**src/rtl/run_control.sv**
```systemverilog
// Run/step sequencer: turns front-panel controls into the datapath clock-enable.
// Define RUN_CONTROL_BREAKPOINT_EN to build the PC breakpoint comparator.
module run_control #(
    parameter int DEBOUNCE_CYCLES = 50000,
    parameter int ADDR_W          = 16
) (
    input  logic              i_oszClk,
    input  logic              i_nReset,
    input  logic              i_btnStep,
    input  logic              i_swInstrNCycle,
    input  logic              i_swStepNRun,
    input  logic              i_swEnableBreakpoint,
    input  logic [ADDR_W-1:0] i_breakpointAddress,
    input  logic [ADDR_W-1:0] i_pc,
    input  logic              i_instrDone,
    output logic              o_cpuClkEn,
    output logic              o_halted,
    output logic              o_breakpointHit,
    output logic [1:0]        o_state,
    output logic [15:0]       o_instrCount
);

    localparam int CNT_W = $clog2(DEBOUNCE_CYCLES + 1);
    localparam logic [CNT_W-1:0] CNT_LAST = CNT_W'(DEBOUNCE_CYCLES - 1);

    localparam logic [1:0] S_HALT       = 2'b00;
    localparam logic [1:0] S_RUN        = 2'b01;
    localparam logic [1:0] S_STEP_CYCLE = 2'b10;
    localparam logic [1:0] S_STEP_INSTR = 2'b11;

    logic [1:0]       btnSync_q, instrSync_q, stepSync_q, bpSync_q;
    logic [CNT_W-1:0] dbCnt_q;
    logic             btnDb_q, btnDbDly_q;
    logic [1:0]       state_q, state_d;
    logic             hit_q, hit_d;
    logic [15:0]      instrCnt_q;
    logic             stepReq, bpMatch;

    always_ff @(posedge i_oszClk or negedge i_nReset) begin
        if (!i_nReset) begin
            btnSync_q   <= '0;
            instrSync_q <= '0;
            stepSync_q  <= '0;
            bpSync_q    <= '0;
        end else begin
            btnSync_q   <= {btnSync_q[0], i_btnStep};
            instrSync_q <= {instrSync_q[0], i_swInstrNCycle};
            stepSync_q  <= {stepSync_q[0], i_swStepNRun};
            bpSync_q    <= {bpSync_q[0], i_swEnableBreakpoint};
        end
    end

    // Counter restarts whenever the synced level falls back to the accepted one.
    always_ff @(posedge i_oszClk or negedge i_nReset) begin
        if (!i_nReset) begin
            dbCnt_q    <= '0;
            btnDb_q    <= 1'b0;
            btnDbDly_q <= 1'b0;
        end else begin
            btnDbDly_q <= btnDb_q;
            if (btnSync_q[1] == btnDb_q) begin
                dbCnt_q <= '0;
            end else if (dbCnt_q == CNT_LAST) begin
                dbCnt_q <= '0;
                btnDb_q <= btnSync_q[1];
            end else begin
                dbCnt_q <= dbCnt_q + 1'b1;
            end
        end
    end

    assign stepReq    = btnDb_q & ~btnDbDly_q;
    assign o_cpuClkEn = (state_q != S_HALT);
    assign o_halted   = (state_q == S_HALT);
    assign o_state    = state_q;

`ifdef RUN_CONTROL_BREAKPOINT_EN
    assign bpMatch = bpSync_q[1] & i_instrDone & o_cpuClkEn
                   & (i_pc == i_breakpointAddress);

    always_ff @(posedge i_oszClk or negedge i_nReset) begin
        if (!i_nReset) hit_q <= 1'b0;
        else           hit_q <= hit_d;
    end
`else
    logic unused_bp;
    assign unused_bp = &{1'b0, bpSync_q, i_breakpointAddress, i_pc, hit_d};
    assign bpMatch   = 1'b0;
    assign hit_q     = 1'b0;
`endif

    assign o_breakpointHit = hit_q;

    always_comb begin
        state_d = state_q;
        hit_d   = hit_q;
        case (state_q)
            S_HALT: begin
                if (stepSync_q[1]) begin
                    if (stepReq) begin
                        state_d = instrSync_q[1] ? S_STEP_INSTR : S_STEP_CYCLE;
                        hit_d   = 1'b0;
                    end
                end else if (!hit_q) begin
                    state_d = S_RUN;
                end else if (stepReq) begin
                    state_d = S_RUN;
                    hit_d   = 1'b0;
                end
            end
            S_RUN: begin
                if (bpMatch) begin
                    state_d = S_HALT;
                    hit_d   = 1'b1;
                end else if (stepSync_q[1]) begin
                    state_d = S_HALT;
                end
            end
            S_STEP_CYCLE: state_d = S_HALT;
            S_STEP_INSTR: begin
                if (bpMatch)     hit_d   = 1'b1;
                if (i_instrDone) state_d = S_HALT;
            end
            default: state_d = S_HALT;
        endcase
    end

    always_ff @(posedge i_oszClk or negedge i_nReset) begin
        if (!i_nReset) begin
            state_q    <= S_HALT;
            instrCnt_q <= '0;
        end else begin
            state_q <= state_d;
            if (o_cpuClkEn && i_instrDone) instrCnt_q <= instrCnt_q + 16'd1;
        end
    end

    assign o_instrCount = instrCnt_q;

endmodule

```
**config.mk**
```make
export PLATFORM = sky130hd
export DESIGN_NAME = run_control
export DESIGN_NICKNAME = d
export VERILOG_FILES = /design/src/rtl/run_control.sv
export SDC_FILE = /design/constraint.sdc
export NUM_CORES = 1
export LEC_CHECK = 0
export BUFFER_PORTS_ARGS = -buffer_cell sky130_fd_sc_hd__buf_2
export CORE_AREA = 8 8 68 70
export CTS_CLUSTER_DIAMETER = 40
export CTS_CLUSTER_SIZE = 20
export DETAILED_ROUTE_END_ITERATION = 7
export DIE_AREA = 0 0 76 78
export HOLD_SLACK_MARGIN = 0.03
export PLACE_DENSITY = 0.79
export RECOVER_POWER = 50
export SYNTH_ARGS = -nofsm -noshare
export SYNTH_HDL_FRONTEND = slang
export SYNTH_SLANG_ARGS = --single-unit
```
**constraint.sdc**
```tcl
create_clock -name i_oszClk -period 3.75 [get_ports i_oszClk]
set_input_delay 0 -clock i_oszClk [delete_from_list [all_inputs] [get_ports i_oszClk]]
set_output_delay 0 -clock i_oszClk [all_outputs]
set_load 0.02 [all_outputs]
```
Word level (Yosys, flattened, before mapping)
Index checks and enable logic that the tools add are counted. Widths: inputs -> output; s select.

Flip-flop bits (word level): 42. Input port bits: 39.

$add $sub $neg: 2. Equality and inequality tests: 8. Muxes and demuxes: 8. Bitwise gates (word level): 3. Reductions and logical operators: 5.

Operators by type and width (number): $add 16x1->16 const B (2); $mux 16 (2); $eq 16x16->1 const B (1); $mux 2 (4); $pmux 2 s4 (1); $eq 2x2->1 const B (2); $ne 2x2->1 const B (2); $ne 3x2->1 const B (1); $reduce_and 3->1 (1); $eq 2x1->1 const B (1); $logic_not 2->1 (1); $not 1->1 (2); $reduce_and 2->1 (1); $reduce_bool 2->1 (1); $and 1x1->1 (1); $eq 1x1->1 (1); $logic_and 1x1->1 (1); $mux 1 (1).

Logic depth before layout (Yosys ltp)
Word-level depth: 5. Mapped depth: 5. Gate-level depth less buffers: 5.

Worst setup path after synthesis
Ideal clock, no wire load.

Kind: register -> register. Start point: reg state_q[1] (netlist: o_state[1]). End point: reg instrCnt_q[1] (netlist: o_instrCount[1]). Data arrival time: 1532 ps. Required time: 3625 ps. Slack: 2094 ps. Stages on the path, launching flop included: 5. Path buffers: 0. Clock period less this slack: 1656 ps. Cell sequence: dfrtp_1 > nor2_1 > inv_1 > nand2_1 > mux2_2.

Longest elaborated chain between the ends: 2.

RTL lines: start, declared (line 34) `logic [1:0] state_q, state_d;`; start signal, assigned (line 133) `state_q <= state_d;`; $reduce_bool 2->1 (line 73) `assign o_cpuClkEn = (state_q != S_HALT);`; named net o_cpuClkEn (line 16) `output logic o_cpuClkEn,`; $logic_and 1x1->1 (line 134) `if (o_cpuClkEn && i_instrDone) instrCnt_q <= instrCnt_q + 16'd1;`; end signal, assigned (line 134); end, declared (line 36) `logic [15:0] instrCnt_q;`.

The timed path passes the listed nets, and every way through them passes these cells. A chain may end at the register's enable or synchronous reset.

==> flow_metrics.py <==
metrics = {
    "outcome": {
        "outcome": "finished, violations left",
        "violations": "max-capacitance violations, max-slew violations",
    },
    "layout": {
        "fill_cells": 309,
        "finish.instance_area_um2": 2070,
        "nets": 236,
        "layout-drive-gt1-share_pct": 11.7,
        "fin_util_pct": 58.4,
        "syn_to_final_growth_pct": 14.4,
        "antenna_cells": 0,
    },
    "global_route": {
        "antenna_found_initial": 0,
        "overflow": 0,
        "grt_max_degree": 43,
        "grt_usage_pct": 11.9,
        "grt_first_pass_wirelength_um": 5700,
        "grt_pass1_vias": 1268,
    },
    "logic_synthesis": {
        "ys_warn_count": 0,
        "synth_seq_area_share_pct": 58.0,
        "synth_cells": 160,
        "netlist_area_um2": 1810,
        "ys_seq_elements": 42,
        "yosysTopAreaCell": "dfrtp_1",
        "ys_types": 26,
        "syn_area_per_cell_um2": 11.3,
        "synth_nets": 201,
        "yosysTopAreaCellShare_pct": 58.0,
        "synth_area_leaders": "dfrtp_1 58%, xnor2_1 11%, nor2_1 4.6%",
    },
    "critical_path": {
        "path_delay_family": "buffers and inverters",
        "reg2reg_slack_ns": 1.78,
        "r2r_start": "dbCnt_q[0]",
        "worstSetupStartpoint": "i_nReset",
        "crit_chain": "dlygate4sd3_1 -> clkbuf_1",
        "cp_slowest_cell": "clkbuf_1",
        "reg2reg_to": "dbCnt_q[13]",
        "crit_fanout": 42,
        "critical_path_required_ns": 3.79,
        "r2r_cells": 4,
        "worstPathArrival_ns": 2.07,
        "cp_slowest_stage_delay_ns": 1.54,
        "cp-endpoint": "o_state[0]",
        "cp_num_cells": 2,
        "start_kind": "input pin",
        "end_kind": "async pin",
        "critPathKind": "input pin to async pin",
        "path_buf_inv": 2,
    },
    "clocking": {
        "post_cts_buffers": 0,
        "numCtsBuffers": 5,
        "htreeDepth": 2,
        "cts_buffer_depth": 2,
        "ctsResizeCount": 0,
        "root_buffer": "clkbuf_4",
        "cts.sinks": 42,
        "worstSkewPairLatency_ns": 0.35,
        "cts_hold_buffers": 5,
        "cts_tree": "built",
        "clk_pin_slew_ns": 0.11,
    },
    "sta": {
        "finalSetupViolCount": 0,
        "final_hold_viol_count": 0,
        "worst_hold_slack_ns": 0.282,
        "fmax_mhz": 491,
        "slew_headroom_pct": -43.8,
        "rsz0062_at_grt": "no",
        "finalCriticalPeriod_ns": 2.04,
        "finalCritPeriodShare_pct": 54.3,
        "finalMaxSlewViolations": 43,
        "tns_ns": 0,
        "worstMarginPinSlew_ns": 2.16,
        "finClkSkew_ns": 0.0108,
    },
    "detailed_routing": {
        "vias_per_cell": 5.09,
        "ant_nets": 0,
        "vias": 1241,
        "finalWirelength_um": 3180,
        "dr.pass1.iters": 4,
        "drc": 0,
        "wl_per_cell_um": 13.0,
        "drtIter0Drc": 59,
    },
    "power_and_ir_drop": {
        "pwr_density_cell_nw_per_um2": 441,
        "total_power_mw": 0.914,
        "ir_worst_vdd_mv": 0.270,
        "p_leak_nw": 0.938,
    },
    "place": {
        "io_buffer_count": 25,
        "hpwl_um": 2170,
        "postPlaceCellArea_um2": 1980,
        "gp_congestion": 0.806,
    },
    "job": {
        "cap_violations": 1,
    },
    "floorplan": {
        "rows": 22,
        "die_area_um2": 5930,
        "core_area_um2": 3550,
        "ios": 60,
        "die_w_um": 76,
        "die_h_um": 78,
        "initial_utilization_pct": 51.1,
    },
    "hold_path": {
        "min_path_type": "input pin to register",
    },
}
-- metal layers --
metal / routed length (µm) / GRT usage, %
met1: 1430 / 12.9
met2: 1500 / 19.4
met3: 183 / 5.88
met4: 63 / 5.29
met5: 0 / 0
-- power breakdown --
part	total, mW	switching (mW)	internal [mW]
clock	0.229	0.138	0.0909
combinational	0.152	0.0975	0.0548
sequential	0.532	0.0412	0.491
total	0.914	0.277	0.637
-- how the worst min path moves through the flow --
| stage | slack, ns | depth (start not counted) | endpoint | startpoint |
|---|---|---|---|---|
| finish | 0.28 | 2 | stepSync_q[0] | i_swStepNRun |
| CTS | 0.26 | 2 | stepSync_q[0] | i_swStepNRun |
| floorplan | -0.30 | 0 | btnDbDly_q | i_nReset |
| global route | 0.26 | 2 | stepSync_q[0] | i_swStepNRun |
| global placement | 0.11 | 1 | stepSync_q[0] | i_swStepNRun |
| detailed placement | 0.11 | 1 | stepSync_q[0] | i_swStepNRun |
-- sequential cells by signal, summed over array words and instances (netlist names) --
register / cells
instrSync_q: 2
o_state: 2
btnDb_q: 1
stepSync_q: 2
o_instrCount: 16
dbCnt_q: 16
btnSync_q: 2
btnDbDly_q: 1
-- cell families (layout without fill, tap and decap cells) --
| kind of cell | Yosys count | in the layout | share of synthesized area (%) |
|---|---|---|---|
| AOI/OAI and AO/OA | 5 | 5 | 3.04 |
| xor gates and xnor gates | 30 | 30 | 14.5 |
| adders and majority gates | 2 | 2 | 1.38 |
| buffers and inverters | 8 | 44 | 2.28 |
| DFF | 42 | 42 | 58.0 |
| muxes | 2 | 2 | 1.24 |
| other | 1 | 1 | 0.207 |
| and+or+nand+nor | 70 | 70 | 19.4 |
-- layout by cell type (no fill, tap or decap) --
master	instances
a21boi_0	1
and3_1	4
dlygate4sd3_1	5
nor3b_1	1
nand2_1	9
and2_1	1
o211ai_1	2
inv_1	6
dfrtp_1	42
buf_2	12
clkbuf_1	14
nor4_1	6
xnor2_1	23
xor2_1	7
nor2b_1	1
and4_1	1
or3_4	1
nand3b_1	2
conb_1	1
nand3_1	11
clkbuf_8	1
nor2_1	22
mux2_2	2
nand4_1	6
o41ai_4	1
ha_1	2
clkinv_2	1
clkbuf_4	5
nor3_1	5
o21ai_0	1
-- cell usage after synthesis --
| cell | n |
|---|---|
| a21boi_0 | 1 |
| and2_1 | 1 |
| and3_1 | 4 |
| and4_1 | 1 |
| buf_4 | 1 |
| buf_6 | 1 |
| conb_1 | 1 |
| dfrtp_1 | 42 |
| ha_1 | 2 |
| inv_1 | 6 |
| mux2_2 | 2 |
| nand2_1 | 9 |
| nand3_1 | 11 |
| nand3b_1 | 2 |
| nand4_1 | 6 |
| nor2_1 | 22 |
| nor2b_1 | 1 |
| nor3_1 | 5 |
| nor3b_1 | 1 |
| nor4_1 | 6 |
| o211ai_1 | 2 |
| o21ai_0 | 1 |
| o41ai_4 | 1 |
| or3_4 | 1 |
| xnor2_1 | 23 |
| xor2_1 | 7 |
-- per-stage QoR --
stage / setup WS [ns] / cells
floorplan: 2.09 / 160
global placement: 1.81 / 231
finish: 1.71 / 244
CTS: 1.74 / 244
detailed placement: 1.78 / 231
global route: 1.21 / 244
-- layout make-up --
class | count | area (µm²) | share of cell area [%]
multi-input cells | 110 | 721 | 34.8
repair buffers | 30 | 159 | 7.66
well taps | 48 | 60.1 | 2.90
inverters | 6 | 22.5 | 1.09
clock buffers | 7 | 55.1 | 2.66
flip-flops and latches | 42 | 1050 | 50.7
clock inverters | 1 | 5.00 | 0.241
(Power assumes the default switching activity.)
